$ cat src/rtl/filter_seq_ctrl.sv
// Stimulus sequencer for the emulated analog filter: plays a table of levels on v_in,
// holds each for a programmed count, captures v_out and offers it over valid/ready.
module filter_seq_ctrl #(
    parameter int WIDTH     = 18,
    parameter int DEPTH     = 8,
    parameter int CNT_WIDTH = 16,
    localparam int AW       = $clog2(DEPTH)
) (
    input  logic                 emu_clk,
    input  logic                 emu_rst_n,
    input  logic                 cfg_we,
    input  logic [AW-1:0]        cfg_addr,
    input  logic [WIDTH-1:0]     cfg_level,
    input  logic [CNT_WIDTH-1:0] cfg_hold,
    input  logic [AW:0]          cfg_num,
    input  logic                 start,
    input  logic                 abort,
    output logic [WIDTH-1:0]     v_in,
    input  logic [WIDTH-1:0]     v_out,
    output logic                 sample_valid,
    input  logic                 sample_ready,
    output logic [WIDTH-1:0]     sample_data,
    output logic [AW-1:0]        sample_idx,
    output logic                 busy,
    output logic                 done
);

    localparam logic [2:0] S_IDLE   = 3'd0;
    localparam logic [2:0] S_LOAD   = 3'd1;
    localparam logic [2:0] S_HOLD   = 3'd2;
    localparam logic [2:0] S_SAMPLE = 3'd3;
    localparam logic [2:0] S_DONE   = 3'd4;

    logic [WIDTH-1:0]     level_mem [DEPTH];
    logic [CNT_WIDTH-1:0] hold_mem  [DEPTH];

    logic [2:0]           state_reg;
    logic [CNT_WIDTH-1:0] cnt_reg;
    logic [AW-1:0]        idx_reg;
    logic [AW:0]          num_reg;
    logic [WIDTH-1:0]     v_in_reg;
    logic [WIDTH-1:0]     sample_data_reg;
    logic [AW-1:0]        sample_idx_reg;

    logic [AW:0]          num_clamped;
    logic [CNT_WIDTH-1:0] hold_eff;
    logic                 last_entry;

    // Table is plain storage with no reset so a host-loaded program survives emulator resets.
    always_ff @(posedge emu_clk) begin
        if (cfg_we && !busy) begin
            level_mem[cfg_addr] <= cfg_level;
            hold_mem[cfg_addr]  <= cfg_hold;
        end
    end

    assign num_clamped = (cfg_num > (AW+1)'(DEPTH)) ? (AW+1)'(DEPTH) : cfg_num;
    assign hold_eff    = (hold_mem[idx_reg] == '0) ? CNT_WIDTH'(1) : hold_mem[idx_reg];
    assign last_entry  = ({1'b0, idx_reg} == (num_reg - (AW+1)'(1)));

    always_ff @(posedge emu_clk or negedge emu_rst_n) begin
        if (!emu_rst_n) begin
            state_reg       <= S_IDLE;
            cnt_reg         <= '0;
            idx_reg         <= '0;
            num_reg         <= '0;
            v_in_reg        <= '0;
            sample_data_reg <= '0;
            sample_idx_reg  <= '0;
        end else begin
            case (state_reg)
                S_IDLE: begin
                    if (start) begin
                        if (cfg_num != '0) begin
                            num_reg   <= num_clamped;
                            idx_reg   <= '0;
                            state_reg <= S_LOAD;
                        end else begin
                            state_reg <= S_DONE;
                        end
                    end
                end
                S_LOAD: begin
                    if (abort) begin
                        state_reg <= S_DONE;
                    end else begin
                        v_in_reg  <= level_mem[idx_reg];
                        cnt_reg   <= hold_eff;
                        state_reg <= S_HOLD;
                    end
                end
                S_HOLD: begin
                    // Capture on the last hold cycle so v_out reflects exactly H cycles of drive.
                    if (abort) begin
                        state_reg <= S_DONE;
                    end else if (cnt_reg == CNT_WIDTH'(1)) begin
                        sample_data_reg <= v_out;
                        sample_idx_reg  <= idx_reg;
                        state_reg       <= S_SAMPLE;
                    end else begin
                        cnt_reg <= cnt_reg - CNT_WIDTH'(1);
                    end
                end
                S_SAMPLE: begin
                    if (abort) begin
                        state_reg <= S_DONE;
                    end else if (sample_ready) begin
                        if (last_entry) begin
                            state_reg <= S_DONE;
                        end else begin
                            idx_reg   <= idx_reg + AW'(1);
                            state_reg <= S_LOAD;
                        end
                    end
                end
                S_DONE:  state_reg <= S_IDLE;
                default: state_reg <= S_IDLE;
            endcase
        end
    end

    assign v_in         = v_in_reg;
    assign sample_data  = sample_data_reg;
    assign sample_idx   = sample_idx_reg;
    assign sample_valid = (state_reg == S_SAMPLE);
    assign busy         = (state_reg != S_IDLE);
    assign done         = (state_reg == S_DONE);

endmodule

$ cat config.mk
export PLATFORM = sky130hd
export DESIGN_NAME = filter_seq_ctrl
export DESIGN_NICKNAME = d
export VERILOG_FILES = /design/src/rtl/filter_seq_ctrl.sv
export SDC_FILE = /design/constraint.sdc
export NUM_CORES = 1
export LEC_CHECK = 0
export ABC_AREA = 0
export CORE_ASPECT_RATIO = 1.2
export CORE_UTILIZATION = 40
export DETAILED_ROUTE_END_ITERATION = 10
export SYNTH_ARGS = -nofsm -noshare
export SYNTH_HDL_FRONTEND = slang
export SYNTH_SLANG_ARGS = --single-unit
$ cat constraint.sdc
create_clock -name emu_clk -period 4.5 [get_ports emu_clk]
set_input_delay 0.9 -clock emu_clk [delete_from_list [all_inputs] [get_ports emu_clk]]
set_output_delay 0.9 -clock emu_clk [all_outputs]
set_load 0.02 [all_outputs]
==> run metrics, run 1 <==
IO Pins approximately 110; Starting Density between 40% and 50%; Yosys cell types between 40 and 50; # diodes 0; CP required 3600 ps; share of layout cells above drive strength 1 18.1%; CP Capture Type output port; Synth Cell Area roughly 13000 sq um; maximum clock insertion buffer count 3; max-slew violations 0; RSZ-0062 raised after global routing no; Layout Nets 953; Clock power frac around 33%; Max Cap Viol 0; filler instances approximately 2800; per-cell routed wire length 20.1 um; Via-to-Cell Ratio 5.23; # setup viols final 0; status completed; initial antenna violation count 0; min Tclk post-route around 3200 ps; Gate Count Post-Synth between 700 and 800; CTS root buffer clkbuf_16; Post-CTS Setup Bufs 0; Async S/R FF share, synth between 10% and 20%; GPL Wtd Cong ~0.79; CTS Buf Count 35; Total Routing Usage GR 16.5%; EDFF count, synth 272; CTS tree done; core area between 30000 and 40000 sq um; row count between 70 and 80; DPL Wire Length roughly 16000 um; Final Core Density around 49%; synth warn 0; min-delay worst type reg2reg; Multi-input gate area 3430 sq um; post-route ant nets 0; CTS sink cnt between 300 and 400; number of flip-flops in the largest register 144; Biggest register level_mem; Layout Skew 14.5 ps; Worst-path clk slew 60 ps; Syn Nets between 800 and 900; Hold Buf Count CTS 0; Top Registers level_mem (144), hold_mem (128); sequential cell area 9800 sq um; CP Max Fanout 15; Max Freq ~310 MHz; Post-CTS Resized 0; Slew headroom around 26%; Avg Cell Area, Syn 17.5 sq um; setup tns final 0 ps; Max IR drop VDD slightly above 0.3 mV; area grow syn2layout 20.5%; Combinational Power Share roughly a fifth; power per cell area just over 500 nW/um^2; Critical Path Start Type register; fin worst setup slack roughly 1300 ps; routed wire length between 20000 and 30000 um; Leakage 5.26 nW; DR pass1 iterations 4; share of the yosys chip area belonging to registers between 70% and 80%; Final Cycle Share 72.1%; vias in the first global route 7292; Die ar. around 34000 sq um; worst-skew pair later-pin latency roughly 520 ps; Die Width about 170 um; htree depth 2; grt ovf 0; Vias a little over 7000; Final Hold Vio Count 0; I/O Buffers roughly 110; post-route design area 16100 sq um; post-synthesis register bit count 337; Main synth FF type edfxtp_1; P_sw around 2.3 mW; internal power around 6.0 mW; pre-CTS WS 1310 ps; DRC errors left 0; Worst-Margin Slew roughly 1100 ps; initial DRC count 485; die height 202 um; Post-DP Area between 15000 and 20000 sq um; fraction of power spent switching nets 27.7%; Arr. time, crit path around 2300 ps; sequential fraction of design power between 40% and 50%; largest net degree at the start of global routing 66; first-pass GRT wire length about 43000 um; Tot Pwr between 8 and 9 mW; critical path type reg2out
==> cells in the mapped netlist, types with 3 or more instances <==
cell       count  area (sq um)
a31oi_1        3          18.8
a2bb2oi_1      3          26.3
a21oi_1       36           180
mux4_2        52          1170
nand3b_1       3          22.5
or3_1          3          18.8
dfrtp_1       65          1630
buf_1          4          15.0
nor2_1        53           199
nand2b_1       9          56.3
nor3_1        12          60.1
clkbuf_1      20          75.1
o2bb2ai_1      5          43.8
mux2_2        28           315
ha_1           4          50.1
nand3_1        6          30.0
xnor2_1        3          26.3
and2_1         3          18.8
o22ai_1        7          43.8
o21ai_0       30           150
nor4_1         7          43.8
a22oi_1        9          67.6
mux2i_1       47           470
nand2_1       21          78.8
edfxtp_1     272          8170
inv_1         11          41.3
a221oi_1       8          70.1
or4_1          3          22.5
buf_2         15          75.1
==> metrics by stage <==
step / hold slack, ps / instances
2_1_floorplan: 463 / 765
6_report: 505 / 1361
3_3_place_gp: 489 / 1297
3_5_place_dp: 493 / 1297
4_1_cts: 511 / 1361
5_1_grt: 519 / 1361
==> cells by family (layout without fill, tap and decap cells) <==
logic type | after synthesis | after routing | synth area share [%]
buf+inv | 52 | 198 | 1.71
xor+xnor | 3 | 3 | 0.196
fa+ha+maj | 4 | 4 | 0.374
simple gates | 130 | 130 | 4.78
mux | 127 | 127 | 14.6
compound gates | 112 | 112 | 5.17
flops | 337 | 337 | 73.2
==> worst paths after layout <==
kind	endpoint	startpoint	slack [ps]	cells after the start
setup / recovery	sample_valid	state_reg[1]	1260	4
hold / removal	sample_data[7]	sample_data[7]	500	1
setup reg to reg	sample_idx[2]	cnt_reg[4]	1530	5
hold reg to reg	sample_data[7]	sample_data[7]	500	1
max in group asynchronous	idx_reg[0]	emu_rst_n	3270	1
min in group asynchronous	cnt_reg[8]	emu_rst_n	530	1
==> cell type report <==
type / count / share of cell area [%]
sequential: 337 / 60.8
multi-input combinational: 376 / 21.2
timing repair buffer: 123 / 7.51
clock buffer: 43 / 5.68
tap: 450 / 3.49
clock inverter: 21 / 1.06
inverter: 11 / 0.256
==> routing by layer <==
| layer | share of wire, % | track usage, % | wire length (um) | up-vias |
|---|---|---|---|---|
| met5 | 0 | 0 | 0 | - |
| met4 | 1.9 | 4.38 | 510 | 0 |
| met3 | 3.6 | 2.39 | 987 | 38 |
| met2 | 52 | 28.6 | 14200 | 147 |
| met1 | 43 | 21.8 | 11700 | 3668 |
| li1 | - | - | - | 3265 |
==> cell usage in the layout, fill, tap and decap left out, types with 4 or more instances in the layout <==
| master | n |
|---|---|
| a21oi_1 | 36 |
| a221oi_1 | 8 |
| a22oi_1 | 9 |
| buf_4 | 16 |
| clkbuf_1 | 7 |
| clkbuf_16 | 35 |
| clkdlybuf4s50_1 | 105 |
| clkinv_1 | 4 |
| clkinv_2 | 6 |
| clkinvlp_4 | 4 |
| dfrtp_1 | 62 |
| edfxtp_1 | 272 |
| ha_1 | 4 |
| inv_1 | 11 |
| mux2_2 | 28 |
| mux2i_1 | 47 |
| mux4_2 | 52 |
| nand2_1 | 21 |
| nand2b_1 | 9 |
| nand3_1 | 6 |
| nor2_1 | 47 |
| nor2_4 | 6 |
| nor3_1 | 10 |
| nor4_1 | 6 |
| o21ai_0 | 30 |
| o22ai_1 | 7 |
| o2bb2ai_1 | 5 |
==> worst max-delay path, cell delays in order, from the launching register on <==
cell	delay, ps
dfrtp_1	620
nand2_1	90
or2_2	330
inv_1	140
clkdlybuf4s50_1	640
==> power groups by stage <==
stage / registers [mW] / logic [mW] / clock network [mW]
3_3_place_gp: 4.00 / 1.68 / 0
2_1_floorplan: 3.97 / 1.11 / 0
5_1_grt: 3.98 / 1.84 / 2.92
3_5_place_dp: 4.01 / 1.70 / 0
6_report: 3.94 / 1.68 / 2.74
4_1_cts: 3.94 / 1.71 / 2.82
(Power assumes the default switching activity.)
==> run 2: changes to the inputs <==
clock period = 3.15 ns   (was 4.5 ns; I/O delays follow)
==> run 2 against run 1 <==
- core utilization grew 0.39 points
- non-clock buffer count rose by 12
- sequential share of layout area down 0.48 points
- sequential power is 43% higher
- critical path depth unchanged
- clock power grew 39%
- worst setup slack worse by 1100 ps
- sequential cell count stayed put
- count of clock-buffer cells in the layout unchanged
- design area grew 0.80%
- clock skew rose by 6.5 ps
- first-iteration DRC count rose by 16%
==> run metrics, run 2 (synthesis gave the netlist of run 1 again) <==
row count 73; Max Freq ~330 MHz; post-route design area approximately 16000 sq um; Max IR drop VDD 0.345 mV; max-slew violations 0; die height 202 um; CP Capture Type output port; dpl cells ~1300; Starting Density 40.5%; power per cell area roughly 730 nW/um^2; vias in the first global route between 7000 and 8000; Final Cycle Share a little over nine tenths; CTS Buf Count 34; CTS tree done; Layout Skew approximately 21 ps; Biggest register level_mem; Layout Nets between 900 and 1000; maximum clock insertion buffer count 3; R2R Path Start idx_reg[0]; GPL Wtd Cong ~0.80; RSZ-0062 raised after global routing no; Hold Buf Count CTS 0; Post-CTS Resized 0; DRC errors left 0; worst-skew pair later-pin latency 520 ps; status completed; DR pass1 iterations 5; number of flip-flops in the largest register around 140; commonest non-fill, non-tap cell in the layout edfxtp_1; Total Routing Usage GR between 10% and 20%; first-pass GRT wire length around 44000 um; Slew headroom roughly half; Die ar. around 34000 sq um; min-delay worst type in2async; Vias between 7000 and 8000; Post-DP Area around 15000 sq um; Worst-Margin Slew between 700 and 800 ps; I/O Buffers around 110; grt ovf 0; Non-Filler Instances between 1000 and 1500; CP cell instances nand2_1, or2_2, inv_1, clkdlybuf4s50_1; Via-to-Cell Ratio about 5.3; initial antenna violation count 1; share of layout cells above drive strength 1 roughly a fifth; most frequent cells in the layout edfxtp_1, clkdlybuf4s50_1, dfrtp_1, mux4_2; Critical Path Start state_reg[1]; DPL Wire Length 16900 um; Final Core Density roughly 49%; post-route ant nets 0; Top Registers level_mem (144), hold_mem (128); htree depth 2; core area approximately 33000 sq um; R2R cell count 7; critical path type reg2out; Worst-path clk slew roughly 60 ps; largest net degree at the start of global routing between 50 and 60; Arr. time, crit path 2360 ps; Max Cap Viol 0; IO Pins around 110; CTS root buffer clkbuf_16; Leakage ~5.3 nW; setup tns final 0 ps; CTS sink cnt roughly 340; initial DRC count approximately 560; Crit Reg-Reg Endpoint cnt_reg[0]; # diodes 0; area grow syn2layout 21.4%; min Tclk post-route approximately 3000 ps; R2R Setup Slk approximately 440 ps; CP max-delay cell dfrtp_1; Largest stage delay, worst path 640 ps; Critical Path Start Type register; per-cell routed wire length roughly 20 um; Die Width 169 um; CP required ~2500 ps; Post-CTS Setup Bufs 0; CP Max Fanout 15; Final Hold Vio Count 0; Crit path max-delay family buffers and inverters; # setup viols final 0; routed wire length ~28000 um; Bufs and invs on worst path 2
==> run 2: layout make-up <==
cell class	count	area [sq um]
sequential	337	9800
fill	2832	16800
clock inverter	17	138
tap	450	563
clock buffer	43	926
inverter	11	41.3
multi-input combinational	376	3440
timing repair buffer	135	1350
==> run 2: through the flow <==
stage          hold WS (ps)  power (mW)  setup WS (ps)
2_1_floorplan           334        7.27           42.8
3_3_place_gp            483        8.15            440
3_5_place_dp            491        8.18            416
4_1_cts                79.0        12.0            137
5_1_grt                99.0        12.4           82.5
6_report               73.2        11.9            164
==> run 2: power by group <==
group	switching [mW]	internal [mW]	leakage, nW	total, mW
Clock	1.63	2.18	0.518	3.81
Combinational	1.27	1.17	1.56	2.43
Sequential	0.390	5.24	3.26	5.63
Total	3.29	8.59	5.34	11.9
==> run 2: worst max-delay path by stage <==
stage / end / cells past startpoint
4_1_cts: sample_valid / 4
6_report: sample_valid / 4
2_1_floorplan: hold_mem[7][0] / 4
3_5_place_dp: cnt_reg[0] / 7
5_1_grt: sample_valid / 4
3_3_place_gp: cnt_reg[0] / 7
==> run 2: metal layers <==
| metal | routed length, um | track usage, % |
|---|---|---|
| met1 | 12200 | 22.2 |
| met2 | 14400 | 29.1 |
| met3 | 1110 | 2.78 |
| met4 | 475 | 4.38 |
| met5 | 0 | 0 |
==> run 3: changes to the inputs <==
ABC_AREA = unset   (was 0)
==> results of run 3 <==
The final DEF is identical to that of run 2; final timing and power are the same.
